[config.mk]
export PLATFORM = sky130hd
export DESIGN_NAME = axi_stream_header_arbiter
export DESIGN_NICKNAME = d
export VERILOG_FILES = /design/src/rtl/axi_stream_header_arbiter.sv
export SDC_FILE = /design/constraint.sdc
export NUM_CORES = 1
export LEC_CHECK = 0
export BUFFER_PORTS_ARGS = -buffer_cell sky130_fd_sc_hd__buf_2
export CAP_MARGIN = 20
export CORE_ASPECT_RATIO = 1.4
export CORE_UTILIZATION = 42
export DETAILED_ROUTE_END_ITERATION = 8
export PLACE_DENSITY = 0.74
export SYNTH_ARGS = -nofsm -noshare
export SYNTH_HDL_FRONTEND = slang
export SYNTH_SLANG_ARGS = --single-unit
export TNS_END_PERCENT = 30
[constraint.sdc]
create_clock -name clk -period 3.35 [get_ports clk]
set_input_delay 1.005 -clock clk [delete_from_list [all_inputs] [get_ports clk]]
set_output_delay 1.005 -clock clk [all_outputs]
set_load 0.02 [all_outputs]
[src/rtl/axi_stream_header_arbiter.sv]
// rtl/axi_stream_header_arbiter.sv - round-robin header arbiter feeding a stream header inserter
module axi_stream_header_arbiter #(
    parameter int DATA_WD      = 32,
    parameter int DATA_BYTE_WD = DATA_WD / 8,
    parameter int BYTE_CNT_WD  = $clog2(DATA_BYTE_WD),
    parameter int CNT_WD       = 16
) (
    input  logic                    clk,
    input  logic                    rst,
    input  logic                    valid_hdr0,
    input  logic [DATA_WD-1:0]      data_hdr0,
    input  logic [DATA_BYTE_WD-1:0] keep_hdr0,
    input  logic [BYTE_CNT_WD-1:0]  byte_cnt_hdr0,
    output logic                    ready_hdr0,
    input  logic                    valid_hdr1,
    input  logic [DATA_WD-1:0]      data_hdr1,
    input  logic [DATA_BYTE_WD-1:0] keep_hdr1,
    input  logic [BYTE_CNT_WD-1:0]  byte_cnt_hdr1,
    output logic                    ready_hdr1,
    output logic                    valid_insert,
    output logic [DATA_WD-1:0]      data_insert,
    output logic [DATA_BYTE_WD-1:0] keep_insert,
    output logic [BYTE_CNT_WD-1:0]  byte_insert_cnt,
    input  logic                    ready_insert,
    input  logic                    mon_valid,
    input  logic                    mon_ready,
    input  logic                    mon_last,
    output logic                    grant_id,
    output logic                    busy,
    output logic [CNT_WD-1:0]       pkt_cnt0,
    output logic [CNT_WD-1:0]       pkt_cnt1
);

    typedef enum logic [1:0] {
        IDLE      = 2'd0,
        OFFER     = 2'd1,
        WAIT_LAST = 2'd2
    } state_t;

    localparam logic [CNT_WD-1:0] CNT_ONE = {{(CNT_WD-1){1'b0}}, 1'b1};

    state_t                  state_q, state_d;
    logic [DATA_WD-1:0]      data_q, data_d;
    logic [DATA_BYTE_WD-1:0] keep_q, keep_d;
    logic [BYTE_CNT_WD-1:0]  bcnt_q, bcnt_d;
    logic                    grant_q, grant_d;
    logic                    last_grant_q, last_grant_d;
    logic [CNT_WD-1:0]       cnt0_q, cnt0_d;
    logic [CNT_WD-1:0]       cnt1_q, cnt1_d;
    logic                    winner;
    logic                    last_beat;

    // On a tie the requester that did not finish the previous packet wins.
    assign winner    = (valid_hdr0 & valid_hdr1) ? ~last_grant_q : valid_hdr1;
    assign last_beat = mon_valid & mon_ready & mon_last;

    always_comb begin
        state_d      = state_q;
        data_d       = data_q;
        keep_d       = keep_q;
        bcnt_d       = bcnt_q;
        grant_d      = grant_q;
        last_grant_d = last_grant_q;
        cnt0_d       = cnt0_q;
        cnt1_d       = cnt1_q;
        ready_hdr0   = 1'b0;
        ready_hdr1   = 1'b0;
        case (state_q)
            IDLE: begin
                if ((valid_hdr0 | valid_hdr1) && !rst) begin
                    ready_hdr0 = ~winner;
                    ready_hdr1 = winner;
                    data_d     = winner ? data_hdr1 : data_hdr0;
                    keep_d     = winner ? keep_hdr1 : keep_hdr0;
                    bcnt_d     = winner ? byte_cnt_hdr1 : byte_cnt_hdr0;
                    grant_d    = winner;
                    state_d    = OFFER;
                end
            end
            OFFER: begin
                if (ready_insert) begin
                    state_d = WAIT_LAST;
                end
            end
            WAIT_LAST: begin
                if (last_beat) begin
                    last_grant_d = grant_q;
                    if (grant_q) begin
                        cnt1_d = cnt1_q + CNT_ONE;
                    end else begin
                        cnt0_d = cnt0_q + CNT_ONE;
                    end
                    state_d = IDLE;
                end
            end
            default: state_d = IDLE;
        endcase
    end

    always_ff @(posedge clk) begin
        if (rst) begin
            state_q      <= IDLE;
            data_q       <= '0;
            keep_q       <= '0;
            bcnt_q       <= '0;
            grant_q      <= 1'b0;
            last_grant_q <= 1'b1;
            cnt0_q       <= '0;
            cnt1_q       <= '0;
        end else begin
            state_q      <= state_d;
            data_q       <= data_d;
            keep_q       <= keep_d;
            bcnt_q       <= bcnt_d;
            grant_q      <= grant_d;
            last_grant_q <= last_grant_d;
            cnt0_q       <= cnt0_d;
            cnt1_q       <= cnt1_d;
        end
    end

    assign valid_insert    = (state_q == OFFER);
    assign busy            = (state_q != IDLE);
    assign data_insert     = data_q;
    assign keep_insert     = keep_q;
    assign byte_insert_cnt = bcnt_q;
    assign grant_id        = grant_q;
    assign pkt_cnt0        = cnt0_q;
    assign pkt_cnt1        = cnt1_q;

endmodule

==> results of run 1 <==
[cells by family after synthesis]
family / count (synthesis) / synth area share (%)
AOI/OAI and AO/OA: 72 / 14.49
muxes: 41 / 12.32
and+or+nand+nor: 134 / 20.63
adders and majority gates: 2 / 0.7487
xor gates and xnor gates: 15 / 3.931
DFF: 74 / 44.33
buffers and inverters: 31 / 3.557
[sequential cells by signal (all words and copies together), names as in the netlist]
register,flops
data_insert,32
pkt_cnt0,16
pkt_cnt1,16
keep_insert,4
byte_insert_cnt,2
state_q,2
grant_id,1
last_grant_q,1
[critical path, cell delays in order]
cell and delay, ns:
sky130_fd_sc_hd__buf_2 0.11, sky130_fd_sc_hd__nor4_2 0.44, sky130_fd_sc_hd__and2_1 0.20, sky130_fd_sc_hd__buf_2 0.17
[power breakdown]
part	switching, mW	internal, mW
combinational	0.188	0.134
sequential	0.0281	0.927
clock	0.298	0.298
total	0.514	1.36
[layout make-up]
type	instances	area [sq um]	area share, %
multi-input cells	264	1759	40.21
flip-flops and latches	74	1481	33.86
repair buffers	163	828.3	18.93
clock buffers	13	158.9	3.632
well taps	100	125.1	2.860
inverters	6	22.52	0.5147
[worst min-delay path by stage]
stage	cells after the start	endpoint	slack, ns
after global routing	2	pkt_cnt1[11]	0.52
final	2	pkt_cnt0[15]	0.48
after detailed placement	2	pkt_cnt0[15]	0.47
after CTS	2	pkt_cnt0[15]	0.48
after floorplan	1	last_grant_q	0.44
after global placement	2	pkt_cnt0[15]	0.46
[placed cells by master (no fill, tap or decap), drive strengths merged]
cell	synthesis	routed
nor3	3	3
mux2	1	1
xor2	6	6
or4	8	8
ha	2	2
and3	1	1
o31ai	7	7
nor2	61	61
nor4b	1	1
a21boi	1	1
nand2	9	9
and4bb	1	1
or3	7	7
buf	3	163
and2	2	2
or3b	1	1
nor4	5	5
nand2b	1	1
a21oi	16	16
mux2i	40	40
or2	3	3
and4	6	6
nor2b	4	4
o21ai	8	8
nand4	5	5
xnor2	9	9
a211o	1	1
inv	6	6
nand3b	1	1
dfxtp	74	74
clkbuf	22	13
a211oi	38	38
nand3	13	13
and4b	1	1
o311a	1	1
nand4b	1	1
[layer usage]
layer / global-route usage [%] / wire length (um)
met3: 4.915 / 516
met5: 0 / 0
met1: 21.98 / 3509
met4: 11.59 / 207
met2: 34.32 / 3887
[through the flow]
step	area (sq um)	setup WS, ns	power [mW]	instances
after floorplan	3342	0.08951	1.172	369
after global placement	4217	0.3701	1.293	607
after detailed placement	4217	0.3685	1.299	607
after CTS	4375	0.3696	1.898	620
after global routing	4375	0.2656	1.965	620
final	4375	0.4187	1.873	620
==> out/summary.txt, run 1 <==
Smallest hold slack: 0.4849 ns
Clock Skews: 0.003159 ns
Start of the worst register-to-register path: state_q[1]
Mapped Nets: 455
Floorplan Core Area: 7750 sq um
Wire length per cell after detailed routing: 13.10 um
Clock transition at the registers of the reported paths: 0.07 ns
Max Cap Viol: 0
First-pass GRT wire length: 12,930 um
Port buffer count: 158
R2r setup slk: 1.09 ns
Min-Delay Startpoint: pkt_cnt0[15]
Most frequent cell after synthesis: sky130_fd_sc_hd__dfxtp_1
Top post-synthesis cells by area: sky130_fd_sc_hd__dfxtp_1 44%, sky130_fd_sc_hd__mux2i_1 12%, sky130_fd_sc_hd__a211oi_1 8.5%
Resized cells post-CTS: 0
Total congestion overflow: 0
Number of failing hold endpoints at the final stage: 0
TNS Setup: 0 ns
YS warnings: 0
RSZ-0062 raised after global routing: false
Area leader, netlist: sky130_fd_sc_hd__dfxtp_1
Routed vias/inst: 5.247
Final setup fails: 0
CTS tree: built
Estimated wirelength of the detail-placed design: 5934 um
Area growth from synthesis to final layout: 30.92%
Share of the core filled with cells in the final layout: 56.46%
Max clock buf depth: 2
H-tree depth: 3
Rel. slew slack: 48.25%
Worst ir drop on vdd: 0.0002457 V
Largest net degree at the start of global routing: 76
Number of violations reported at the end of detailed-routing iteration 0: 94
Average footprint of a synthesized cell: 9.057 sq um
Vias in the first global route: 2,891
Number of cells on the worst reg-to-reg path: 4
Sinks on the clock net: 74
Worst Setup End Kind: output pin
Outcome: finished clean
First-pass iteration count of the detailed router: 4
Count of different cell masters after synthesis: 37
Number of storage elements in the synthesis netlist: 74
Floorplan die width: 77.39 um
Source of the critical timing path: rst
Fraction of synthesis flops using an asynchronous set or reset pin: 0%
Required time of the worst setup path: 2.34 ns
Signal arrival time at the worst endpoint: 1.93 ns
Power density of the placed cells: 428.0 nW/um^2
Count of flip-flops with a built-in enable after synthesis: 0
Routed vias: 3,253
Tightest Hold Check Type: reg -> reg
Register area share after synthesis: 44.33%
Crit share post-route: 87.50%
Die boundary height: 107.5 um
Critical path start-end classification: in -> out
Share of layout cells above drive strength 1: 34.81%
Post-Synthesis Cell Area: 3342 sq um
Layout Nets: 604
CTS root buffer: sky130_fd_sc_hd__clkbuf_8
Endpoint of the most critical register-to-register path: pkt_cnt0[11]
Starting Density: 43.12%
Number of instances in the synthesized netlist: 369
Fin. max-slew vios: 0
Number of buffers inserted to repair setup after CTS: 0
Most frequently used flop master after synthesis: sky130_fd_sc_hd__dfxtp_1
Actual transition at the worst max-transition pin: 0.7762 ns
Leakage dissipation: 1.908 nW
Initial antenna violation count: 0
Worst-Skew Late Latency: 0.35 ns
Number of remaining DRC errors: 0
# IOs: 159
Worst setup SP type: primary input
Remaining antenna violation count: 0
Top fanout value on the critical path: 4
Area of the die: 8323 sq um
Quantity of hold-fixing buffers added after cts: 0
Number of buffers inserted during clock tree synthesis: 9
Filler cell count in the final layout: 718
Antenna Diode Count: 0
Routed wire length: 8120 um
Gr usage total: 19.89%
Area share of the leading cell type in the synthesized netlist: 44.33%
Max Clk Rate: 0.3411 GHz
Crit path capture: ready_hdr1
Minimum clock period after layout: 2.931 ns
Number of placement rows: 38
Most common library cells after synthesis: 74 x sky130_fd_sc_hd__dfxtp_1, 61 x sky130_fd_sc_hd__nor2_1, 40 x sky130_fd_sc_hd__mux2i_1
RePlAce Congestion: 0.7756
Note: power is estimated with default switching activity, not from simulation.
==> inputs of run 2 (changes only) <==
- CORE_MARGIN: unset -> 5
- MAX_ROUTING_LAYER: unset -> met4
==> out/summary.txt, run 2 (synthesis gave the netlist of run 1 again) <==
Actual transition at the worst max-transition pin: 0.7753 ns
Tightest Hold Check Type: reg -> reg
Layout Nets: 605
H-tree depth: 3
Estimated wirelength of the detail-placed design: 6728 um
Sinks on the clock net: 74
Max clock buf depth: 2
# IOs: 159
Routed vias: 3,251
Endpoint of the most critical register-to-register path: pkt_cnt0[15]
Resized cells post-CTS: 0
Starting Density: 43.12%
RSZ-0062 raised after global routing: false
Routed wire length: 8885 um
Area growth from synthesis to final layout: 31.30%
Number of violations reported at the end of detailed-routing iteration 0: 111
Final setup fails: 0
Routed vias/inst: 5.210
Minimum clock period after layout: 2.792 ns
Quantity of hold-fixing buffers added after cts: 0
Number of buffers inserted to repair setup after CTS: 0
RePlAce Congestion: 0.7974
TNS Setup: 0 ns
Floorplan Core Area: 7750 sq um
Power density of the placed cells: 427.9 nW/um^2
Most common cell after layout, fill and taps aside: sky130_fd_sc_hd__buf_2
First-pass iteration count of the detailed router: 4
Antenna Diode Count: 0
Clk network pwr share: 31.7%
Crit share post-route: 83.35%
Final non-filler cell area: 4388 sq um
Clock transition at the registers of the reported paths: 0.07 ns
Critical path start-end classification: in -> out
Worst setup SP type: primary input
Number of failing hold endpoints at the final stage: 0
Required time of the worst setup path: 2.34 ns
Number of remaining DRC errors: 0
Switching power summed over all nets: 0.5299 mW
Outcome: finished clean
Placed cell count: 608
Worst ir drop on vdd: 0.0002427 V
Max Clk Rate: 0.3581 GHz
First-pass GRT wire length: 14,590 um
Max Cap Viol: 0
Vias in the first global route: 3,134
Initial antenna violation count: 0
Hold Path Stages: 2
Number of cells on the worst reg-to-reg path: 4
Number of buffers inserted during clock tree synthesis: 9
Most frequent cells in the layout: 158 x sky130_fd_sc_hd__buf_2, 74 x sky130_fd_sc_hd__dfxtp_1, 61 x sky130_fd_sc_hd__nor2_1
Largest net degree at the start of global routing: 76
Die boundary height: 115.5 um
Signal arrival time at the worst endpoint: 1.79 ns
Leakage dissipation: 1.919 nW
Wire length per cell after detailed routing: 14.24 um
Placement-stage cell area: 4224 sq um
Register share of total power: 50.9%
R2r setup slk: 1.03 ns
Gr usage total: 18.82%
Source of the critical timing path: rst
CTS root buffer: sky130_fd_sc_hd__clkbuf_8
Internal power of the cells: 1.347 mW
Remaining antenna violation count: 0
Top fanout value on the critical path: 4
Area of the die: 9866 sq um
Portion of total power attributed to combinational logic: 17.4%
Start of the worst register-to-register path: state_q[1]
Rel. slew slack: 48.32%
Share of layout cells above drive strength 1: 35.11%
PnR worst setup slack: 0.5577 ns
Port buffer count: 158
Floorplan die width: 85.39 um
Filler cell count in the final layout: 707
Crit path capture: ready_hdr0
CTS tree: built
Worst-Skew Late Latency: 0.34 ns
Max reg flops: 32
Clock Skews: 0.007664 ns
Worst Setup End Kind: output pin
Fin. max-slew vios: 0
Switching share of power: 28.23%
Number of standard cells in the final layout excluding fillers: 624
Pre-CTS setup slack: 0.5587 ns
Total congestion overflow: 0
Number of placement rows: 38
## run 2: how the worst min path moves through the flow
stage                        start              to
floorplan             last_grant_q    last_grant_q
global placement      pkt_cnt0[15]    pkt_cnt0[15]
detailed placement    pkt_cnt0[15]    pkt_cnt0[15]
CTS                 keep_insert[1]  keep_insert[1]
global route        data_insert[4]  data_insert[4]
finish                pkt_cnt0[15]    pkt_cnt0[15]
## run 2: per-stage QoR
stage / hold slack (ns) / utilization (%) / power [mW]
finish: 0.4965 / 56.62 / 1.877
detailed placement: 0.4809 / 54.50 / 1.305
global route: 0.5181 / 56.62 / 1.979
floorplan: 0.4361 / - / 1.172
global placement: 0.4621 / 54.50 / 1.297
CTS: 0.4989 / 56.62 / 1.902
## run 2: cell type report
type | instances | area [sq um] | area share [%]
inverter | 6 | 22.52 | 0.5133
timing repair buffer | 164 | 835.8 | 19.05
tap | 100 | 125.1 | 2.851
multi-input combinational | 264 | 1759 | 40.09
clock buffer | 13 | 148.9 | 3.393
sequential | 74 | 1481 | 33.76
clock inverter | 3 | 15.01 | 0.3422
## run 2: per-layer routing
| layer | share of wire (%) | up-vias | track usage [%] |
|---|---|---|---|
| met1 | 40 | 1463 | 22.39 |
| met4 | 1.7 | 0 | 6.653 |
| li1 | - | 1648 | - |
| met3 | 10 | 14 | 6.543 |
| met2 | 48 | 126 | 29.56 |
| met5 | 0 | - | - |
## run 2: power groups by stage
| stage | Sequential [mW] | Combinational, mW | Clock, mW |
|---|---|---|---|
| final | 0.956 | 0.326 | 0.595 |
| after global routing | 0.962 | 0.358 | 0.659 |
| after CTS | 0.956 | 0.330 | 0.617 |
| after detailed placement | 0.975 | 0.330 | 0 |
| after global placement | 0.974 | 0.323 | 0 |
| after floorplan | 1.02 | 0.148 | 0 |
## run 2: critical path, stage by stage
cell	delay, ns
sky130_fd_sc_hd__buf_2	0.11
sky130_fd_sc_hd__nor4_2	0.32
sky130_fd_sc_hd__nor2b_1	0.18
sky130_fd_sc_hd__buf_2	0.17
